### src/rtl/muldiv_pkg.sv
// Shared types and op-decode helpers for the iterative RV32M multiply/divide unit.
package muldiv_pkg;

  localparam int unsigned XLEN_DEF = 32;
  localparam int unsigned RD_W     = 5;

  typedef enum logic [2:0] {
    OP_MUL    = 3'd0,
    OP_MULH   = 3'd1,
    OP_MULHSU = 3'd2,
    OP_MULHU  = 3'd3,
    OP_DIV    = 3'd4,
    OP_DIVU   = 3'd5,
    OP_REM    = 3'd6,
    OP_REMU   = 3'd7
  } muldiv_op_e;

  typedef enum logic [1:0] {
    IDLE = 2'd0,
    CALC = 2'd1,
    DONE = 2'd2
  } state_e;

  function automatic logic is_div(input muldiv_op_e op);
    return op[2];
  endfunction

  function automatic logic is_rem(input muldiv_op_e op);
    return (op == OP_REM) || (op == OP_REMU);
  endfunction

  function automatic logic is_signed_src1(input muldiv_op_e op);
    return (op == OP_MULH) || (op == OP_MULHSU) || (op == OP_DIV) || (op == OP_REM);
  endfunction

  function automatic logic is_signed_src2(input muldiv_op_e op);
    return (op == OP_MULH) || (op == OP_DIV) || (op == OP_REM);
  endfunction

  function automatic logic wants_high(input muldiv_op_e op);
    return (op == OP_MULH) || (op == OP_MULHSU) || (op == OP_MULHU);
  endfunction

endpackage

### src/rtl/muldiv_if.sv
// Request/response bus between decode, the muldiv unit and writeback.
interface muldiv_if #(
  parameter int unsigned XLEN = 32
);
  import muldiv_pkg::*;

  logic               i_valid;
  logic               o_ready;
  muldiv_op_e         i_op;
  logic [XLEN-1:0]    i_src1;
  logic [XLEN-1:0]    i_src2;
  logic [RD_W-1:0]    i_rd;
  logic               i_flush;
  logic               o_valid;
  logic               i_ready;
  logic [XLEN-1:0]    o_result;
  logic [RD_W-1:0]    o_rd;

  modport slave (
    input  i_valid, i_op, i_src1, i_src2, i_rd, i_flush, i_ready,
    output o_ready, o_valid, o_result, o_rd
  );

  modport master (
    output i_valid, i_op, i_src1, i_src2, i_rd, i_flush, i_ready,
    input  o_ready, o_valid, o_result, o_rd
  );

endinterface

### src/rtl/muldiv_core.sv
// Shared shift/add datapath: one multiply (shift-add) or restoring-divide step per enable.
module muldiv_core #(
  parameter int unsigned XLEN = 32
) (
  input  logic              clk,
  input  logic              rst,
  input  logic              load,
  input  logic              step,
  input  logic              div_mode,
  input  logic [XLEN-1:0]   a_mag,
  input  logic [XLEN-1:0]   b_mag,
  output logic [2*XLEN-1:0] acc_nxt_c
);

  logic [2*XLEN-1:0] acc_q;
  logic [XLEN-1:0]   b_q;
  logic              div_q;
  logic [XLEN:0]     sum;
  logic [XLEN:0]     rem_sh;
  logic [XLEN:0]     diff;

  // Multiply: {hi,lo} with multiplier in lo; divide: {remainder, quotient}
  always_comb begin
    sum       = '0;
    rem_sh    = '0;
    diff      = '0;
    acc_nxt_c = acc_q;
    if (div_q) begin
      rem_sh = acc_q[2*XLEN-1:XLEN-1];
      diff   = rem_sh - {1'b0, b_q};
      if (!diff[XLEN]) begin
        acc_nxt_c = {diff[XLEN-1:0], acc_q[XLEN-2:0], 1'b1};
      end else begin
        acc_nxt_c = {rem_sh[XLEN-1:0], acc_q[XLEN-2:0], 1'b0};
      end
    end else begin
      sum       = {1'b0, acc_q[2*XLEN-1:XLEN]} + (acc_q[0] ? {1'b0, b_q} : (XLEN+1)'(0));
      acc_nxt_c = {sum, acc_q[XLEN-1:1]};
    end
  end

  always_ff @(posedge clk or posedge rst) begin
    if (rst) begin
      acc_q <= '0;
      b_q   <= '0;
      div_q <= 1'b0;
    end else if (load) begin
      acc_q <= {{XLEN{1'b0}}, a_mag};
      b_q   <= b_mag;
      div_q <= div_mode;
    end else if (step) begin
      acc_q <= acc_nxt_c;
    end
  end

endmodule

### src/rtl/muldiv_unit.sv
// RV32M iterative multiply/divide execute unit: FSM, handshake, special cases and sign fix-up.
module muldiv_unit
  import muldiv_pkg::*;
#(
  parameter int unsigned XLEN  = XLEN_DEF,
  parameter int unsigned CNT_W = $clog2(XLEN) + 1
) (
  input  logic     clk,
  input  logic     rst,
  muldiv_if.slave  bus
);

  state_e            state_q, state_d;
  logic [CNT_W-1:0]  cnt_q;
  muldiv_op_e        op_q;
  logic              neg_q;
  logic              valid_q;
  logic              ready_q;
  logic [XLEN-1:0]   result_q;
  logic [RD_W-1:0]   rd_q;

  logic              accept_c;
  logic              s1_neg_c, s2_neg_c, neg_c;
  logic [XLEN-1:0]   a_mag_c, b_mag_c;
  logic              special_c;
  logic [XLEN-1:0]   special_res_c;
  logic [2*XLEN-1:0] acc_nxt_c;
  logic [2*XLEN-1:0] prod_fix_c;
  logic [XLEN-1:0]   div_sel_c;
  logic [XLEN-1:0]   fixed_res_c;

  assign accept_c = (state_q == IDLE) && bus.i_valid && !bus.i_flush;

  // Operand magnitudes, result sign and the divide corner cases decided at accept
  always_comb begin
    s1_neg_c      = is_signed_src1(bus.i_op) && bus.i_src1[XLEN-1];
    s2_neg_c      = is_signed_src2(bus.i_op) && bus.i_src2[XLEN-1];
    a_mag_c       = s1_neg_c ? XLEN'(-bus.i_src1) : bus.i_src1;
    b_mag_c       = s2_neg_c ? XLEN'(-bus.i_src2) : bus.i_src2;
    neg_c         = is_rem(bus.i_op) ? s1_neg_c : (s1_neg_c ^ s2_neg_c);
    special_c     = 1'b0;
    special_res_c = '0;
    if (is_div(bus.i_op) && (bus.i_src2 == '0)) begin
      special_c     = 1'b1;
      special_res_c = is_rem(bus.i_op) ? bus.i_src1 : {XLEN{1'b1}};
    end else if (((bus.i_op == OP_DIV) || (bus.i_op == OP_REM)) &&
                 (bus.i_src1 == {1'b1, {(XLEN-1){1'b0}}}) && (bus.i_src2 == {XLEN{1'b1}})) begin
      special_c     = 1'b1;
      special_res_c = is_rem(bus.i_op) ? '0 : {1'b1, {(XLEN-1){1'b0}}};
    end
  end

  muldiv_core #(.XLEN(XLEN)) u_core (
    .clk       (clk),
    .rst       (rst),
    .load      (accept_c && !special_c),
    .step      (state_q == CALC),
    .div_mode  (is_div(bus.i_op)),
    .a_mag     (a_mag_c),
    .b_mag     (b_mag_c),
    .acc_nxt_c (acc_nxt_c)
  );

  // Sign correction applied to the final iteration's accumulator
  always_comb begin
    prod_fix_c  = neg_q ? (2*XLEN)'(-acc_nxt_c) : acc_nxt_c;
    div_sel_c   = is_rem(op_q) ? acc_nxt_c[2*XLEN-1:XLEN] : acc_nxt_c[XLEN-1:0];
    fixed_res_c = '0;
    if (is_div(op_q)) begin
      fixed_res_c = neg_q ? XLEN'(-div_sel_c) : div_sel_c;
    end else begin
      fixed_res_c = wants_high(op_q) ? prod_fix_c[2*XLEN-1:XLEN] : prod_fix_c[XLEN-1:0];
    end
  end

  always_comb begin
    state_d = state_q;
    case (state_q)
      IDLE: if (accept_c) state_d = special_c ? DONE : CALC;
      CALC: begin
        if (bus.i_flush)                 state_d = IDLE;
        else if (cnt_q == CNT_W'(1))     state_d = DONE;
      end
      DONE: if (bus.i_flush || bus.i_ready) state_d = IDLE;
      default: state_d = IDLE;
    endcase
  end

  always_ff @(posedge clk or posedge rst) begin
    if (rst) begin
      state_q  <= IDLE;
      cnt_q    <= '0;
      op_q     <= OP_MUL;
      neg_q    <= 1'b0;
      valid_q  <= 1'b0;
      ready_q  <= 1'b1;
      result_q <= '0;
      rd_q     <= '0;
    end else begin
      state_q <= state_d;
      valid_q <= (state_d == DONE);
      ready_q <= (state_d == IDLE);
      if (accept_c) begin
        op_q  <= bus.i_op;
        neg_q <= neg_c;
        rd_q  <= bus.i_rd;
        cnt_q <= CNT_W'(XLEN);
        if (special_c) result_q <= special_res_c;
      end else if (state_q == CALC) begin
        cnt_q <= cnt_q - CNT_W'(1);
        if (state_d == DONE) result_q <= fixed_res_c;
      end
    end
  end

  assign bus.o_valid  = valid_q;
  assign bus.o_ready  = ready_q;
  assign bus.o_result = result_q;
  assign bus.o_rd     = rd_q;

endmodule
### src/flat_wrapper.sv
// flat-port wrapper written by rule: the top's interface ports become plain ports
module muldiv_unit_flat import muldiv_pkg::*;
#(
  parameter int unsigned XLEN  = XLEN_DEF,
  parameter int unsigned CNT_W = $clog2(XLEN) + 1
)
  (clk, rst, bus_i_valid, bus_i_op, bus_i_src1, bus_i_src2, bus_i_rd, bus_i_flush, bus_i_ready, bus_o_ready, bus_o_valid, bus_o_result, bus_o_rd);
  muldiv_if #(.XLEN(XLEN)) bus_i ();
  input  logic clk;
  input  logic rst;
  input wire logic [$bits(bus_i.i_valid)-1:0] bus_i_valid;
  input wire logic [$bits(bus_i.i_op)-1:0] bus_i_op;
  input wire logic [$bits(bus_i.i_src1)-1:0] bus_i_src1;
  input wire logic [$bits(bus_i.i_src2)-1:0] bus_i_src2;
  input wire logic [$bits(bus_i.i_rd)-1:0] bus_i_rd;
  input wire logic [$bits(bus_i.i_flush)-1:0] bus_i_flush;
  input wire logic [$bits(bus_i.i_ready)-1:0] bus_i_ready;
  output wire logic [$bits(bus_i.o_ready)-1:0] bus_o_ready;
  output wire logic [$bits(bus_i.o_valid)-1:0] bus_o_valid;
  output wire logic [$bits(bus_i.o_result)-1:0] bus_o_result;
  output wire logic [$bits(bus_i.o_rd)-1:0] bus_o_rd;
  assign bus_i.i_valid = bus_i_valid;
  assign bus_i.i_op = bus_i_op;
  assign bus_i.i_src1 = bus_i_src1;
  assign bus_i.i_src2 = bus_i_src2;
  assign bus_i.i_rd = bus_i_rd;
  assign bus_i.i_flush = bus_i_flush;
  assign bus_i.i_ready = bus_i_ready;
  assign bus_o_ready = bus_i.o_ready;
  assign bus_o_valid = bus_i.o_valid;
  assign bus_o_result = bus_i.o_result;
  assign bus_o_rd = bus_i.o_rd;
  muldiv_unit #(.XLEN(XLEN), .CNT_W(CNT_W)) u_core (.clk(clk), .rst(rst), .bus(bus_i));
endmodule
### config.mk
export PLATFORM = sky130hd
export DESIGN_NAME = muldiv_unit_flat
export DESIGN_NICKNAME = d
export VERILOG_FILES = /design/src/rtl/muldiv_pkg.sv /design/src/rtl/muldiv_if.sv /design/src/rtl/muldiv_core.sv /design/src/rtl/muldiv_unit.sv /design/src/flat_wrapper.sv
export SDC_FILE = /design/constraint.sdc
export NUM_CORES = 1
export LEC_CHECK = 0
export BUFFER_PORTS_ARGS = -buffer_cell sky130_fd_sc_hd__buf_2
export CAP_MARGIN = 0
export CELL_PAD_IN_SITES_DETAIL_PLACEMENT = 1
export CELL_PAD_IN_SITES_GLOBAL_PLACEMENT = 1
export CORE_ASPECT_RATIO = 1.2
export CORE_MARGIN = 2
export CORE_UTILIZATION = 45
export CTS_CLUSTER_DIAMETER = 150
export CTS_CLUSTER_SIZE = 14
export DETAILED_ROUTE_END_ITERATION = 12
export GPL_ROUTABILITY_DRIVEN = 0
export PLACE_DENSITY_LB_ADDON = 0.1
export SLEW_MARGIN = 20
export SYNTH_ARGS = -nofsm -noshare
export SYNTH_HDL_FRONTEND = slang
export SYNTH_SLANG_ARGS = --single-unit
export TNS_END_PERCENT = 1
### constraint.sdc
create_clock -name clk -period 6.5 [get_ports clk]
set_input_delay 0.325 -clock clk [delete_from_list [all_inputs] [get_ports clk]]
set_output_delay 0.325 -clock clk [all_outputs]
set_load 0.01 [all_outputs]
Word level (Yosys, flattened, before mapping)
Cells that the tools add are included.
{"block": "totals", "regBits": 148, "latch_bits": 0, "ramBits": 0, "rom_bits": 0, "output_inout_bits": 39, "mem_count": 0}
{"block": "op_classes", "add_sub_neg": 7, "n_mul": 0, "div_mod_pow": 0, "magnitude_cmp": 0, "eq_ne": 17, "shifts": 0, "mux": 31, "bitwise": 1, "n_reduce_logical": 28}
{"operator": "$mux 32", "count": 15}
{"operator": "$mux 64", "count": 5}
{"operator": "$neg 32->32", "count": 3}
{"operator": "$eq 32x32->1 const B", "count": 2}
{"operator": "$neg 64->64", "count": 1}
{"operator": "$add 32x32->33", "count": 1}
{"operator": "$sub 33x32->33", "count": 1}
{"operator": "$logic_not 32->1", "count": 1}
{"operator": "$eq 3x3->1 const B", "count": 5}
{"operator": "$mux 6", "count": 2}
{"operator": "$logic_or 1x1->1", "count": 11}
{"operator": "$mux 2", "count": 5}
{"operator": "$eq 3x2->1 const B", "count": 3}
{"operator": "$logic_and 1x1->1", "count": 8}
{"operator": "$eq 3x1->1 const B", "count": 2}
{"operator": "$eq 6x1->1 const B", "count": 1}
{"operator": "$pmux 2 s3", "count": 1}
{"operator": "$reduce_bool 2->1", "count": 3}
{"operator": "$sub 6x1->6 const B", "count": 1}
{"operator": "$eq 2x2->1 const B", "count": 2}
{"operator": "$logic_not 2->1", "count": 2}
{"operator": "$mux 1", "count": 3}
{"operator": "$reduce_and 3->1", "count": 1}
{"operator": "$eq 2x1->1 const B", "count": 1}
{"operator": "other kinds (3)", "count": 4}

Depth between registers and ports, before layout
Gate-level depths: netlist of the first run.
{"block": "logic_depth", "word_depth": 13, "mapped_depth": 26}

Modules after synthesis
From an unflattened synthesis of the first run, not the netlist that was laid out.
{"block": "unflattened", "cells_unflattened": 2246, "area_unflattened_um2": 17095.1}
{"module": "muldiv_core", "n_inst": 1, "cells_each": 1103, "area_each_um2": 9090.0}
{"module": "muldiv_unit", "n_inst": 1, "cells_each": 1143, "area_each_um2": 8005.2}

Worst setup path before layout of the first run
Ideal clock, no wire load.
{"block": "synth_path", "path_kind": "register to register", "startpoint": "reg u_core.u_core.acc_q[31]", "endpoint": "reg u_core.result_q[28] (netlist: u_core.bus.o_result[28])", "setup_ns": 0.146, "arrival_ns": 5.639, "t_required_ns": 6.354, "setup_slack_ns": 0.714, "path_stages_with_launch": 27, "n_path_buf": 5, "synth_period_minus_slack_ns": 5.786, "cell_sequence": "dfrtp_1 inv_1 ha_1 fa_1 nand2b_1 a211oi_2 o2111ai_2 a21oi_2 a211oi_4 buf_6 buf_12 buf_4 buf_6 clkbuf_1 a21oi_1 ha_1 o211ai_1 or3_1 nor2_1 nand2b_1 or3_1 nor4_1 nand2_1 o31ai_1 xor2_1 a221oi_1 a311oi_1"}
{"block": "synth_via", "elab_chain_cells": 10}
{"element": "from (decl)", "line": "muldiv_core.sv:15", "source": "logic [2*XLEN-1:0] acc_q;"}
{"element": "from (signal assigned)", "line": "muldiv_core.sv:48", "source": "acc_q <= {{XLEN{1'b0}}, a_mag};"}
{"element": "from (signal assigned)", "line": "muldiv_core.sv:52", "source": "acc_q <= acc_nxt_c;"}
{"element": "$sub 33x32->33", "line": "muldiv_core.sv:30", "source": "diff = rem_sh - {1'b0, b_q};"}
{"element": "$mux 64", "line": "muldiv_core.sv:31", "source": "if (!diff[XLEN]) begin"}
{"element": "$mux 64 *", "line": "muldiv_core.sv:28", "source": "if (div_q) begin"}
{"element": "$neg 64->64 or $mux 32 (tied branches)", "line": "muldiv_unit.sv:66, muldiv_unit.sv:67"}
{"element": "$mux 64 or $neg 32->32 (tied branches)", "line": "muldiv_unit.sv:66, muldiv_unit.sv:70"}
{"element": "$mux 32, on equally long branches", "line": "muldiv_unit.sv:72, muldiv_unit.sv:70"}
{"element": "$mux 32 *", "line": "muldiv_unit.sv:69", "source": "if (is_div(op_q)) begin"}
{"element": "$mux 32 *", "line": "muldiv_unit.sv:111", "source": "if (state_d == DONE) result_q <= fixed_res_c;"}
{"element": "$mux 32 *", "line": "muldiv_unit.sv:109", "source": "end else if (state_q == CALC) begin"}
{"element": "$mux 32 *", "line": "muldiv_unit.sv:103", "source": "if (accept_c) begin"}
{"element": "to (signal assigned)", "line": "muldiv_unit.sv:108", "source": "if (special_c) result_q <= special_res_c;"}
{"element": "to (signal assigned)", "line": "muldiv_unit.sv:111"}
{"element": "to (decl)", "line": "muldiv_unit.sv:19", "source": "logic [XLEN-1:0] result_q;"}
Every way passes the cells marked *; elsewhere a longest branch is shown, timed or not. The select of a mux whose other input is x is not followed.
A chain may end at the register's enable or synchronous reset.

Worst setup path in the final report of the first run
{"block": "layout_path", "startpoint": "reg u_core.u_core.acc_q[31]", "endpoint": "reg u_core.result_q[14] (netlist: u_core.bus.o_result[14])"}
The elaborated chain is that of the path after synthesis.

==> impl_summary.txt, run 1 <==
----------------------------------------------------
[GRT]
  Fraction of met3 tracks used by global routing ... 5.355%
  Vias in the first global route ... 18570
  Busiest metal layer after global routing ... met2
  Met2 track utilization from global routing ... 59.08%
  Combined global-route utilization of all metal layers ... about 36%
  Global-route wire length before repair ... 109400 um
  Pin count of the biggest net entering global routing ... 85
  Number of antenna violations at the first check in global routing ... 1
  Total gr overflow ... 0
  Met1 track demand over resource in global routing ... 46.17%

[Clock tree]
  H-Tree Depth ... 4
  Maximum number of buffers from clock root to sink ... 2
  Total CTS buffers ... 17
  Number of buffers inserted by hold repair at cts ... 0
  Clock net sink count ... 148
  Clock tree from TritonCTS ... yes
  Clock slew seen by the registers of the worst setup and hold paths ... 0.07 ns
  Insertion delay of the later-clocked pin in the worst-skew pair ... 0.47 ns
  Root buffer selected by CTS ... sky130_fd_sc_hd__clkbuf_16

[Cells and area]
  Number of nets in the finished design ... 2433
  Number of diodes ... 0
  Layout Area Growth over Synthesis ... 9.598%
  Register Area ... 0.003710 mm^2
  Ratio of cells with drive above 1 in the final layout ... 12.76%
  Final cell area excluding filler cells ... 0.01832 mm^2
  Area taken by multi-input logic gates ... 0.01218 mm^2
  Number of filler instances in the final layout ... 4672

[Timing]
  Fin. max-slew vios ... 0
  Number of hold violations in the final report ... 5
  Slew at the pin closest to its max-slew limit ... 1.172 ns
  Final critical-path share of the clock period ... 92.36%
  Achievable frequency ... 0.1666 GHz
  Time the worst path needs with I/O delays and setup ... ~6 ns
  Setup violation total in the final timing report ... 0
  RSZ-0062 raised after global routing ... false
  Worst setup skew after layout ... 0.01137 ns
  Setup_tns ... 0 ns
  Final Hold Slack ... -0.005279 ns
  Worst slew margin ... between 20% and 30%

[Yosys]
  Yosys top cell area share ... 22.01%
  Area of the mapped netlist ... 0.01671 mm^2
  Area contributors post-synth ... sky130_fd_sc_hd__dfrtp_1, sky130_fd_sc_hd__o21ai_0, sky130_fd_sc_hd__nand2_1
  Area leader, netlist ... sky130_fd_sc_hd__dfrtp_1
  Number of flip-flops and latches in the synthesized netlist ... roughly 150
  Most used DFF post-synth ... sky130_fd_sc_hd__dfrtp_1
  Sequential share of the synthesized area ... 22.17%
  Average cell area after synthesis ... 7.478 um^2
  Ys async rst share ... 100.0%
  Post-Synthesis Net Count ... between 2000 and 2500
  Unique masters post-synth ... 103
  Synth warn ... 0
  Number of enable-type register cells in the synthesized netlist ... 0
  Gate count after technology mapping ... 2235

[Die]
  Die height ... 215.1 um
  Die Outline Area ... ~0.039 mm^2
  Effective utilization at floorplan ... 45.53%
  Width of the chip ... ~180 um
  Count of boundary I/O pins ... 116
  Rows ... 77
  Area of the core ... 0.03671 mm^2

[Drt]
  Via-per-instance ratio ... roughly 6.6
  Detailed-route via count ... 18344
  Routed wirelength normalized by instance count ... ~26 um
  DRT iter0 DRCs ... 1509
  DRC violations left ... 0
  Drt pass-1 iters ... 5
  DRT antenna net count ... 0
  Wire length reported by the detailed router ... 70810 um

[Critical path]
  Number of cells on the worst reg-to-reg path ... 23
  Arrival time at the worst endpoint ... between 6 and 7 ns
  Type of element capturing the critical path ... flip-flop
  Maximum net fanout on the critical path ... 7
  Worst Path Class, Setup ... flip-flop to flip-flop
  Required time worst endpoint ... approximately 6.9 ns
  Critical Path Start Type ... flip-flop

[Outcome]
  Status ... finished, violations left
  Violated checks ... negative hold slack

[Placed design]
  HPWL after detailed placement ... 54070 um
  I/O Buffers ... roughly 120
  Area of placed instances ... 0.01776 mm^2

[Power]
  Power per unit of standard cell area ... 525.4 mW/mm^2
  Static power due to leakage ... 0.007705 uW
  VDD IR max ... about 0.23 mV

[Min path]
  Type of the most critical hold path ... input pin to asynchronous set/reset pin

[Job]
  Reported max-cap violation count ... 0

----------------------------------------------------
==> cell usage after synthesis (all sizes together), types with 31 or more instances <==
| library cell | count |
|---|---|
| nand2 | 252 |
| o21ai | 194 |
| nor2 | 187 |
| a21oi | 180 |
| dfrtp | 147 |
| clkbuf | 104 |
| nand3 | 92 |
| xnor2 | 85 |
| xor2 | 81 |
| nor3 | 76 |
| ha | 71 |
| inv | 63 |
| mux2i | 54 |
| and2 | 50 |
| buf | 41 |
| o31ai | 37 |
| o221ai | 31 |
==> timing repair <==
action,CTS,global route
endpoints found under the setup margin,0,2
buffers inserted,0,0
resized for setup,0,1
==> kinds of logic (layout without fill, tap and decap cells) <==
logic type | Yosys count | in the layout | share of synthesized area [%]
simple gates | 841 | 841 | 24.44
compound gates | 711 | 711 | 28.15
buf+inv | 209 | 270 | 5.031
xor+xnor | 166 | 166 | 8.700
flops | 148 | 148 | 22.17
mux | 87 | 87 | 5.952
fa+ha+maj | 73 | 73 | 5.555
==> where the power goes <==
part           internal, uW  switching, uW  total, uW
Clock                   509            493       1000
Combinational          2450           4440       6890
Sequential             1230            497       1730
==> critical path: stages, from the launching register on <==
cell and delay (ns):
sky130_fd_sc_hd__dfrtp_1 0.35, sky130_fd_sc_hd__inv_1 0.06, sky130_fd_sc_hd__ha_1 0.24, sky130_fd_sc_hd__fa_1 0.41, sky130_fd_sc_hd__nand2b_1 0.22, sky130_fd_sc_hd__a211oi_2 0.37
sky130_fd_sc_hd__o2111ai_2 0.30, sky130_fd_sc_hd__a21oi_2 0.30, sky130_fd_sc_hd__a211oi_4 0.12, sky130_fd_sc_hd__a21oi_1 0.33, sky130_fd_sc_hd__ha_1 0.28, sky130_fd_sc_hd__o211ai_1 0.21
sky130_fd_sc_hd__or3_1 0.45, sky130_fd_sc_hd__nor2_2 0.26, sky130_fd_sc_hd__nand2b_1 0.11, sky130_fd_sc_hd__or3_1 0.34, sky130_fd_sc_hd__buf_4 0.16, sky130_fd_sc_hd__nor4_1 0.28
sky130_fd_sc_hd__buf_4 0.20, sky130_fd_sc_hd__a21oi_1 0.07, sky130_fd_sc_hd__xnor2_1 0.16, sky130_fd_sc_hd__a221oi_1 0.29, sky130_fd_sc_hd__o21ai_0 0.16, sky130_fd_sc_hd__a22o_1 0.21
==> routing by layer <==
metal | vias up | wire length (um)
li1 | 8338 | -
met1 | 9038 | 29320
met2 | 796 | 32700
met3 | 172 | 5173
met4 | 0 | 3617
met5 | - | 0
==> path summary, 6_finish.rpt <==
kind / slack [ns] / start / end
setup / recovery: 0.50 / u_core.u_core.acc_q[31] / u_core.bus.o_result[14]
hold / removal: -0.005 / rst / u_core.u_core.acc_q[34]
setup reg to reg: 0.50 / u_core.u_core.acc_q[31] / u_core.bus.o_result[14]
hold reg to reg: 0.49 / u_core.bus.o_result[25] / u_core.bus.o_result[25]
max in group asynchronous: 4.93 / rst / u_core.neg_q
min in group clk: 0.04 / bus_i_ready / u_core.bus.o_valid
==> layout by cell type, fill, tap and decap left out, drive strengths merged, types with 21 or more instances in the layout <==
cell type  synthesis  routed
a21o              25      25
a21oi            180     180
a31oi             30      30
and2              50      50
and3              21      21
buf               41     174
dfrtp            147     147
ha                71      71
inv               63      70
mux2              26      26
mux2i             54      54
nand2            252     252
nand3             92      92
nand4             30      30
nor2             187     187
nor3              76      76
nor4              23      23
o211ai            30      30
o21ai            194     194
o221ai            31      31
o31ai             37      37
or3               28      28
xnor2             85      85
xor2              81      81
==> sequential cells by signal, summed over array words and instances (netlist names) <==
register and flops:
u_core.u_core.div_q 1, u_core.bus.o_result 32, u_core.op_q 3, u_core.u_core.acc_q 64
u_core.neg_q 1, u_core.bus.o_valid 1, u_core.u_core.b_q 32, u_core.cnt_q 6
u_core.state_q 2, u_core.bus.o_rd 5, u_core.bus.o_ready 1
==> through the flow <==
step / cells / setup slack (ns) / utilization, % / total power [uW]
floorplan: 2235 / 0.7141 / - / 6226
finish: 2770 / 0.4967 / 49.90 / 9623
detailed placement: 2738 / 0.5108 / 48.38 / 8367
CTS: 2770 / 0.4378 / 49.89 / 9438
global placement: 2738 / 0.7666 / 48.37 / 8193
global route: 2770 / 0.06163 / 49.90 / 10220
==> layout make-up <==
type / instances / share of cell area [%]
multi-input cells: 1878 / 66.50
flip-flops and latches: 148 / 20.25
repair buffers: 174 / 5.629
well taps: 474 / 3.238
clock buffers: 18 / 2.398
inverters: 64 / 1.339
clock inverters: 14 / 0.6421
Power figures use the tool's default switching activity.
==> run 2: changes to the inputs <==
--- a/config.mk
+++ b/config.mk
@@ -11,11 +11,12 @@
 export CELL_PAD_IN_SITES_GLOBAL_PLACEMENT = 1
 export CORE_ASPECT_RATIO = 1.2
 export CORE_MARGIN = 2
-export CORE_UTILIZATION = 45
+export CORE_UTILIZATION = 47
 export CTS_CLUSTER_DIAMETER = 150
 export CTS_CLUSTER_SIZE = 14
 export DETAILED_ROUTE_END_ITERATION = 12
 export GPL_ROUTABILITY_DRIVEN = 0
+export GPL_TIMING_DRIVEN = 0
 export PLACE_DENSITY_LB_ADDON = 0.1
 export SLEW_MARGIN = 20
 export SYNTH_ARGS = -nofsm -noshare
==> run 2 against run 1 <==
  * The flow finishes with violations (negative setup slack)
  * Global-route usage grew 7.2 points
  * Highest routed layer is now met5
  * Wire length grew 15%
  * Critical path depth shrank 1
  * Sequential cell count is the same
  * Worst setup slack lost 0.80 ns
  * Utilization grew 3.7 points
  * Cell area grew 2.5%
  * First-iteration DRC count grew 26%
  * Clock skew grew 0.0093 ns
  * Total power grew 3.8%
  * Register-to-register slack lost 0.80 ns
==> impl_summary.txt, run 2 (same netlist as run 1, synthesis figures left out) <==
----------------------------------------------------
[Clock tree]
  Clock slew seen by the registers of the worst setup and hold paths ... 0.08 ns (about the same)
  Insertion delay of the later-clocked pin in the worst-skew pair ... 0.49 ns (+0.02 ns)
  Clock tree from TritonCTS ... yes
  Clock net sink count ... 148 (unchanged)
  Root buffer selected by CTS ... sky130_fd_sc_hd__clkbuf_16
  Maximum number of buffers from clock root to sink ... 2 (unchanged)
  H-Tree Depth ... 4 (unchanged)
  Total CTS buffers ... 17 (unchanged)

[Drt]
  Routed wirelength normalized by instance count ... 28.41 um (+11%)
  Via-per-instance ratio ... 6.862 (+3.6%)
  Wire length reported by the detailed router ... 81100 um (+15%)
  Detailed-route via count ... 19591 (+6.8%)
  Drt pass-1 iters ... 5 (unchanged)
  DRC violations left ... 0 (unchanged)
  DRT antenna net count ... 0 (unchanged)
  DRT iter0 DRCs ... 1908 (+26%)

[GRT]
  Number of antenna violations at the first check in global routing ... 5 (+4)
  Global-route wire length before repair ... 120800 um (+10%)
  Total gr overflow ... 0 (unchanged)
  Vias in the first global route ... 20123 (+8.4%)
  Pin count of the biggest net entering global routing ... 79 (-7.1%)
  Combined global-route utilization of all metal layers ... 43.32% (+7.2 points)

[Power]
  VDD IR max ... 0.2085 mV (-7.6%)
  Net switching component of the power ... 5822 uW (+7.2%)
  Share of total power in sequential cells ... 16.3% (-1.7 points)
  Clock network fraction of total power ... 10.5% (about the same)
  Power per unit of standard cell area ... 532.1 mW/mm^2 (+1.3%)
  Static power due to leakage ... 0.007804 uW (+1.3%)
  Pint ... 4170 uW (-0.52%)
  Switching part of the total ... 58.27% (+1.8 points)
  Gate power share ... 73.2% (+1.6 points)

[Min path]
  Startpoint of the most critical hold path ... bus_i_rd[4]
  Type of the most critical hold path ... input pin to flip-flop
  Worst hold path depth ... 3
  Endpoint of the worst hold path ... u_core.bus.o_rd[4]

[Critical path]
  Worst Path Class, Setup ... flip-flop to flip-flop
  Type of element capturing the critical path ... flip-flop
  Maximum net fanout on the critical path ... 19 (+12)
  Number of cells on the worst reg-to-reg path ... 22 (-4.3%)
  Worst R2R End ... u_core.bus.o_result[28]
  Required time worst endpoint ... 6.81 ns (-0.05 ns)
  Setup slack on the worst flop-to-flop path ... -0.30 ns (-0.80 ns)
  Critical Path Start Type ... flip-flop
  Arrival time at the worst endpoint ... 7.11 ns (+0.75 ns)
  Reg-to-reg critical path startpoint ... u_core.u_core.div_q

[Timing]
  Number of hold violations in the final report ... 0 (-5)
  Setup violation total in the final timing report ... 11 (+11)
  Worst setup skew after layout ... 0.02063 ns (+0.009258 ns)
  Achievable frequency ... 0.1471 GHz (-12%)
  Time the worst path needs with I/O delays and setup ... 6.800 ns (+0.7967 ns)
  Worst slew margin ... 24.30% (+2.4 points)
  RSZ-0062 raised after global routing ... true
  Final critical-path share of the clock period ... 104.6% (+12 points)
  Setup_tns ... -2.056 ns (-2.056 ns)
  Final worst slack ... -0.3000 ns (-0.7967 ns)
  Slew at the pin closest to its max-slew limit ... 1.135 ns (-0.03618 ns)
  Fin. max-slew vios ... 0 (unchanged)

[Cells and area]
  Number of filler instances in the final layout ... 4559 (-2.4%)
  Most frequent cells in the layout ... sky130_fd_sc_hd__nand2_1, sky130_fd_sc_hd__o21ai_0, sky130_fd_sc_hd__nor2_1, sky130_fd_sc_hd__a21oi_1, sky130_fd_sc_hd__dfrtp_1
  Largest register by flop count ... u_core.u_core.acc_q
  Layout Area Growth over Synthesis ... 12.35%
  Most common cell after layout, fill and taps aside ... sky130_fd_sc_hd__nand2_1
  Max reg flops ... 64 (unchanged)
  Ratio of cells with drive above 1 in the final layout ... 12.10% (-0.66 points)
  Number of nets in the finished design ... 2526 (+3.8%)
  Final standard cell count with taps included and fillers excluded ... 2855 (+3.1%)

[Placed design]
  HPWL after detailed placement ... 63780 um (+18%)
  Cell total after placement ... 2813 (+2.7%)
  I/O Buffers ... 115 (unchanged)

[Die]
  Count of boundary I/O pins ... 116 (unchanged)
  Area of the core ... 0.03500 mm^2 (-4.6%)
  Die height ... 210.6 um (-2.1%)
  Width of the chip ... 176.1 um (-2.1%)
  Effective utilization at floorplan ... 47.75% (+2.2 points)
  Rows ... 75 (-2.6%)
  Die Outline Area ... 0.03709 mm^2 (-4.2%)

[Outcome]
  Violated checks ... negative setup slack
  Status ... finished, violations left

[Job]
  Reported max-cap violation count ... 0 (unchanged)

----------------------------------------------------
run 2: cell types whose count changed in the layout (fill, tap and decap cells not counted), sizes merged:
| cell | delta |
|---|---|
| clkbuf | +101 |
| buf | -10 |
| inv | +5 |
| clkinv | -4 |
| diode | +4 |
| dlygate4sd3 | +1 |
run 2: worst max-delay path by stage:
stage,end,slack [ns],start,depth (start not counted)
2_1_floorplan,u_core.bus.o_result[28],0.71,u_core.u_core.acc_q[31],26
3_3_place_gp,u_core.bus.o_result[28],-3.06,u_core.u_core.div_q,22
3_5_place_dp,u_core.bus.o_result[28],-3.16,u_core.u_core.div_q,22
4_1_cts,u_core.bus.o_result[26],0.02,u_core.u_core.acc_q[31],25
5_1_grt,u_core.bus.o_result[28],-0.22,u_core.u_core.acc_q[42],24
6_report,u_core.bus.o_result[28],-0.30,u_core.u_core.div_q,22
run 2: cell type report:
| type | instances | area, um^2 | share of cell area [%] |
|---|---|---|---|
| flip-flops and latches | 148 | 3706 | 19.74 |
| repair buffers | 124 | 665.6 | 3.545 |
| diodes | 4 | 10.01 | 0.05331 |
| plain buffers | 143 | 611.8 | 3.258 |
| well taps | 462 | 578.1 | 3.079 |
| inverters | 64 | 247.7 | 1.319 |
| clock inverters | 15 | 152.6 | 0.8130 |
| clock buffers | 17 | 425.4 | 2.266 |
| multi-input cells | 1878 | 12380 | 65.93 |
run 2: what timing repair did:
| action | in CTS | in global routing |
|---|---|---|
| hold buffers | 1 | 0 |
| endpoints found under the hold margin | 70 | 0 |
| gates resized for setup | 34 | 16 |
| pin swaps | 3 | 7 |
| setup endpoints to repair | 22 | 15 |
| setup buffers | 4 | 3 |
run 2: power groups by stage:
stage | combinational, uW | clock [uW] | sequential [uW]
after floorplan | 4740 | 0 | 1490
after global routing | 7740 | 1070 | 1650
after CTS | 6960 | 1040 | 1600
after global placement | 6610 | 0 | 1600
final | 7320 | 1040 | 1630
after detailed placement | 6810 | 0 | 1620
run 2: metal layers:
| metal | vias to the layer above | GRT usage (%) | routed length (um) |
|---|---|---|---|
| met5 | - | 0 | 13 |
| met4 | 2 | 36.36 | 7776 |
| met3 | 415 | 10.28 | 7302 |
| met2 | 1118 | 69.53 | 36140 |
| met1 | 9504 | 48.53 | 29870 |
| li1 | 8552 | - | - |
run 2: critical path: stages, from the launching register on:
cell and delay [ns]:
sky130_fd_sc_hd__dfrtp_1 0.32, sky130_fd_sc_hd__buf_2 0.21, sky130_fd_sc_hd__buf_4 0.31, sky130_fd_sc_hd__buf_4 0.33, sky130_fd_sc_hd__buf_4 0.38, sky130_fd_sc_hd__buf_2 0.38, sky130_fd_sc_hd__buf_4 0.32, sky130_fd_sc_hd__clkbuf_4 0.33
sky130_fd_sc_hd__clkbuf_4 0.34, sky130_fd_sc_hd__mux2i_2 0.39, sky130_fd_sc_hd__ha_2 0.29, sky130_fd_sc_hd__o211ai_1 0.22, sky130_fd_sc_hd__or3_4 0.49, sky130_fd_sc_hd__nor2_4 0.19, sky130_fd_sc_hd__nand2b_4 0.16, sky130_fd_sc_hd__or3_4 0.42
sky130_fd_sc_hd__nor4_4 0.28, sky130_fd_sc_hd__buf_4 0.20, sky130_fd_sc_hd__nand2_4 0.11, sky130_fd_sc_hd__o31ai_2 0.26, sky130_fd_sc_hd__xor2_1 0.13, sky130_fd_sc_hd__a221oi_2 0.39, sky130_fd_sc_hd__a311oi_1 0.09
run 2: stage by stage:
stage	cell area, um^2	power (uW)	utilization (%)	setup WS, ns	hold slack [ns]
6_report	18780	9991	53.64	-0.3000	0.03421
5_1_grt	18770	10470	53.62	-0.2235	0.06745
4_1_cts	18670	9597	53.34	0.01916	0.03972
3_5_place_dp	17900	8424	51.14	-3.158	0.4119
3_3_place_gp	17870	8212	51.04	-3.063	0.4574
2_1_floorplan	16710	6226	-	0.7141	0.4090
==> run 3: changes to the inputs <==
--- a/config.mk
+++ b/config.mk
@@ -5,17 +5,17 @@
 export SDC_FILE = /design/constraint.sdc
 export NUM_CORES = 1
 export LEC_CHECK = 0
+export ABC_AREA = 1
 export BUFFER_PORTS_ARGS = -buffer_cell sky130_fd_sc_hd__buf_2
 export CAP_MARGIN = 0
 export CELL_PAD_IN_SITES_DETAIL_PLACEMENT = 1
 export CELL_PAD_IN_SITES_GLOBAL_PLACEMENT = 1
 export CORE_ASPECT_RATIO = 1.2
 export CORE_MARGIN = 2
-export CORE_UTILIZATION = 47
+export CORE_UTILIZATION = 44
 export CTS_CLUSTER_DIAMETER = 150
 export CTS_CLUSTER_SIZE = 14
 export DETAILED_ROUTE_END_ITERATION = 12
-export GPL_ROUTABILITY_DRIVEN = 0
 export GPL_TIMING_DRIVEN = 0
 export PLACE_DENSITY_LB_ADDON = 0.1
 export SLEW_MARGIN = 20
==> run 3 against run 2 <==
  * Critical path depth grew 12
  * Clock-buffer cell count grew 3
  * Die area grew 14%
  * Largest cell class unchanged
  * Critical path type unchanged
  * Register-to-register slack gained 0.64 ns
  * Critical endpoint is now u_core.bus.o_result[24]
  * The run now ends clean
  * Wire length grew 13%
  * Sequential cell count is the same
  * Maximum frequency grew 10%
  * Sequential share of layout area shrank 1.1 points
  * Worst setup slack gained 0.64 ns
==> impl_summary.txt, run 3 <==
----------------------------------------------------
[Outcome]
  Status ... finished, final reports clean

[Clock tree]
  Root buffer selected by CTS ... sky130_fd_sc_hd__clkbuf_16
  H-Tree Depth ... 4 (unchanged)
  Total CTS buffers ... 17 (unchanged)
  Clock net sink count ... 148 (unchanged)
  Buffers inserted by post-CTS timing repair ... 0 (-4)
  Maximum number of buffers from clock root to sink ... 2 (unchanged)
  Clock slew seen by the registers of the worst setup and hold paths ... 0.07 ns (about the same)
  Insertion delay of the later-clocked pin in the worst-skew pair ... 0.48 ns (about the same)
  Clock tree from TritonCTS ... yes

[Yosys]
  Leading post-synthesis cells by instance count ... sky130_fd_sc_hd__nand2_1, sky130_fd_sc_hd__inv_1, sky130_fd_sc_hd__nand3_1, sky130_fd_sc_hd__nor2_1, sky130_fd_sc_hd__o21ai_0
  Post-Synthesis Net Count ... 3228 (+35%)
  Yosys top cell area share ... 20.87% (-1.1 points)
  Gate count after technology mapping ... 3078 (+38%)
  Synth warn ... 0 (unchanged)
  Area contributors post-synth ... sky130_fd_sc_hd__nand2_1, sky130_fd_sc_hd__dfrtp_1, sky130_fd_sc_hd__inv_1
  Average cell area after synthesis ... 5.826 um^2 (-22%)
  Area of the mapped netlist ... 0.01793 mm^2 (+7.3%)
  Unique masters post-synth ... 60 (-42%)
  Most used DFF post-synth ... sky130_fd_sc_hd__dfrtp_1
  Number of enable-type register cells in the synthesized netlist ... 0 (unchanged)
  Number of flip-flops and latches in the synthesized netlist ... 148 (unchanged)
  Most frequent cell after synthesis ... sky130_fd_sc_hd__nand2_1
  Ys async rst share ... 100.0% (unchanged)
  Sequential share of the synthesized area ... 20.66% (-1.5 points)
  Area leader, netlist ... sky130_fd_sc_hd__nand2_1

[Die]
  Width of the chip ... 188.3 um (+6.9%)
  Area of the core ... 0.04044 mm^2 (+16%)
  Die height ... 225.2 um (+6.9%)
  Effective utilization at floorplan ... 44.35% (-3.4 points)
  Rows ... 81 (+8.0%)
  Die Outline Area ... 0.04240 mm^2 (+14%)
  Count of boundary I/O pins ... 116 (unchanged)

[GRT]
  Pin count of the biggest net entering global routing ... 79 (unchanged)
  Number of antenna violations at the first check in global routing ... 2 (-3)
  Total gr overflow ... 0 (unchanged)
  Combined global-route utilization of all metal layers ... 43.12% (-0.20 points)
  Global-route wire length before repair ... 136000 um (+13%)
  Vias in the first global route ... 22836 (+13%)

[Cells and area]
  Max reg flops ... 64 (unchanged)
  Number of nets in the finished design ... 3362 (+33%)
  Most frequent cells in the layout ... sky130_fd_sc_hd__nand2_1, sky130_fd_sc_hd__inv_1, sky130_fd_sc_hd__nand3_1, sky130_fd_sc_hd__nor2_1, sky130_fd_sc_hd__o21ai_0
  Ratio of cells with drive above 1 in the final layout ... 9.333% (-2.8 points)
  Final cell area excluding filler cells ... 0.01985 mm^2 (+5.7%)
  Layout Area Growth over Synthesis ... 10.69%
  Largest register by flop count ... u_core.u_core.acc_q
  Number of filler instances in the final layout ... 5812 (+27%)
  Most common cell after layout, fill and taps aside ... sky130_fd_sc_hd__nand2_1
  Post-layout utilization of the core ... 49.09% (-4.6 points)

[Timing]
  Final Hold Slack ... 0.04754 ns (+0.01334 ns)
  Setup violation total in the final timing report ... 0 (-11)
  Worst setup skew after layout ... 0.01504 ns (-0.005586 ns)
  Time the worst path needs with I/O delays and setup ... 6.157 ns (-0.6427 ns)
  Worst slew margin ... 23.55% (-0.75 points)
  Final worst slack ... 0.3427 ns (+0.6427 ns)
  Achievable frequency ... 0.1624 GHz (+10%)
  Fin. max-slew vios ... 0 (unchanged)
  Slew at the pin closest to its max-slew limit ... 1.147 ns (+0.01118 ns)
  Final critical-path share of the clock period ... 94.73% (-9.9 points)
  Number of hold violations in the final report ... 0 (unchanged)
  RSZ-0062 raised after global routing ... false

[Placed design]
  HPWL after detailed placement ... 76390 um (+20%)
  Area of placed instances ... 0.01921 mm^2 (+7.3%)
  Worst slack, placed ... -0.006322 ns (+3.152 ns)
  RD Place Congestion ... 1.068
  I/O Buffers ... 113 (-1.7%)

[Critical path]
  Maximum net fanout on the critical path ... 10 (-9)
  Critical path's largest stage delay ... 0.59 ns (+0.10 ns)
  WP buf/inv ... 4 (-5)
  Worst Path Class, Setup ... flip-flop to flip-flop
  Arrival time at the worst endpoint ... 6.53 ns (-0.58 ns)
  Most used cell, CP ... sky130_fd_sc_hd__nand2_1
  Largest delay contributor family on the critical path ... simple AND/OR/NAND/NOR gates
  Type of element capturing the critical path ... flip-flop
  Required time worst endpoint ... 6.87 ns (+0.06 ns)
  Standard cell with the maximum stage delay on the critical path ... sky130_fd_sc_hd__nor3_1
  Critical Path Start Type ... flip-flop

[Power]
  Static power due to leakage ... 0.01052 uW (+35%)
  Power per unit of standard cell area ... 597.5 mW/mm^2 (+12%)
  VDD IR max ... 0.2502 mV (+20%)
  Power after layout ... 11860 uW (+19%)

[Drt]
  DRT antenna net count ... 0 (unchanged)
  Drt pass-1 iters ... 5 (unchanged)
  Detailed-route via count ... 22167 (+13%)
  DRT iter0 DRCs ... 1778 (-6.8%)
  Routed wirelength normalized by instance count ... 24.26 um (-15%)
  Wire length reported by the detailed router ... 91350 um (+13%)
  DRC violations left ... 0 (unchanged)
  Via-per-instance ratio ... 5.888 (-14%)

[Job]
  Reported max-cap violation count ... 0 (unchanged)

[Min path]
  Type of the most critical hold path ... input pin to flip-flop

----------------------------------------------------
## run 3: cell types whose count changed after synthesis, sizes merged, moves of 28 or more
cell and change:
and2 -46, o31ai -32, mux2i -54, nand3 +189, nor2 +91, xnor2 -54
nor3 -34, nand2 +790, inv +354, a21oi -33, clkbuf -47, or3 -28
## run 3: kinds of logic (layout without fill, tap and decap cells)
group                      count (synthesis)  after routing  share of synthesized area [%]
AOI/OAI and AO/OA                        476            476                          15.04
xor gates and xnor gates                 101            101                          4.933
and+or+nand+nor                         1757           1757                          42.65
adders and majority gates                 73             73                          5.177
buffers and inverters                    523            670                          11.55
other                                      0              1                              0
DFF                                      148            148                          20.66
## run 3: repair_timing
| item | in CTS | in global routing |
|---|---|---|
| endpoints found under the hold margin | 70 | 0 |
| gates resized for setup | 1 | 3 |
| endpoints found under the setup margin | 2 | 11 |
| hold buffers | 1 | 0 |
## run 3: power by group
group	switching, uW	total, uW	internal [uW]
registers	417	1710	1300
logic	6490	9090	2590
clock network	461	1060	601
## run 3: final cells by class
class / instances / area (um^2) / share of cell area (%)
Antenna cell: 1 / 2.502 / 0.01261
Clock inverter: 12 / 140.1 / 0.7060
Multi-Input combinational cell: 2407 / 12180 / 61.36
Buffer: 103 / 493.0 / 2.483
Sequential cell: 148 / 3705 / 18.66
Clock buffer: 20 / 466.7 / 2.351
Inverter: 420 / 1585 / 7.986
Timing Repair Buffer: 115 / 603.1 / 3.038
Tap cell: 539 / 674.4 / 3.397
## run 3: worst register-to-register path: cells and delay by family (launching register included)
family	cells	cell delay [ns]
simple gates	26	3.93
buf+inv	4	0.58
flops	1	0.36
compound gates	1	0.39
fa+ha+maj	3	0.81
## run 3: stage by stage
step                setup TNS (ns)  std cells
floorplan                        0       3078
global placement                 0       3730
detailed placement       -0.006322       3731
CTS                              0       3764
global route                     0       3764
finish                           0       3765
## run 3: path summary, 6_finish.rpt
| path | end | from | cells after the start | slack (ns) |
|---|---|---|---|---|
| min in group asynchronous | u_core.bus.o_rd[4] | rst | 3 | 0.44 |
| worst max register to register | u_core.bus.o_result[24] | u_core.u_core.acc_q[31] | 34 | 0.34 |
| worst max-delay path | u_core.bus.o_result[24] | u_core.u_core.acc_q[31] | 34 | 0.34 |
| max in group asynchronous | u_core.u_core.acc_q[53] | rst | 4 | 5.24 |
| worst min register to register | u_core.bus.o_result[28] | u_core.bus.o_result[28] | 2 | 0.48 |
| worst min-delay path | u_core.bus.o_rd[0] | bus_i_rd[0] | 3 | 0.05 |
## run 3: metal layers
metal	GRT usage, %	part of all wire, %
met5	0	0
met2	74.86	48
met1	45.63	37
met4	38.13	10
met3	6.431	5.3
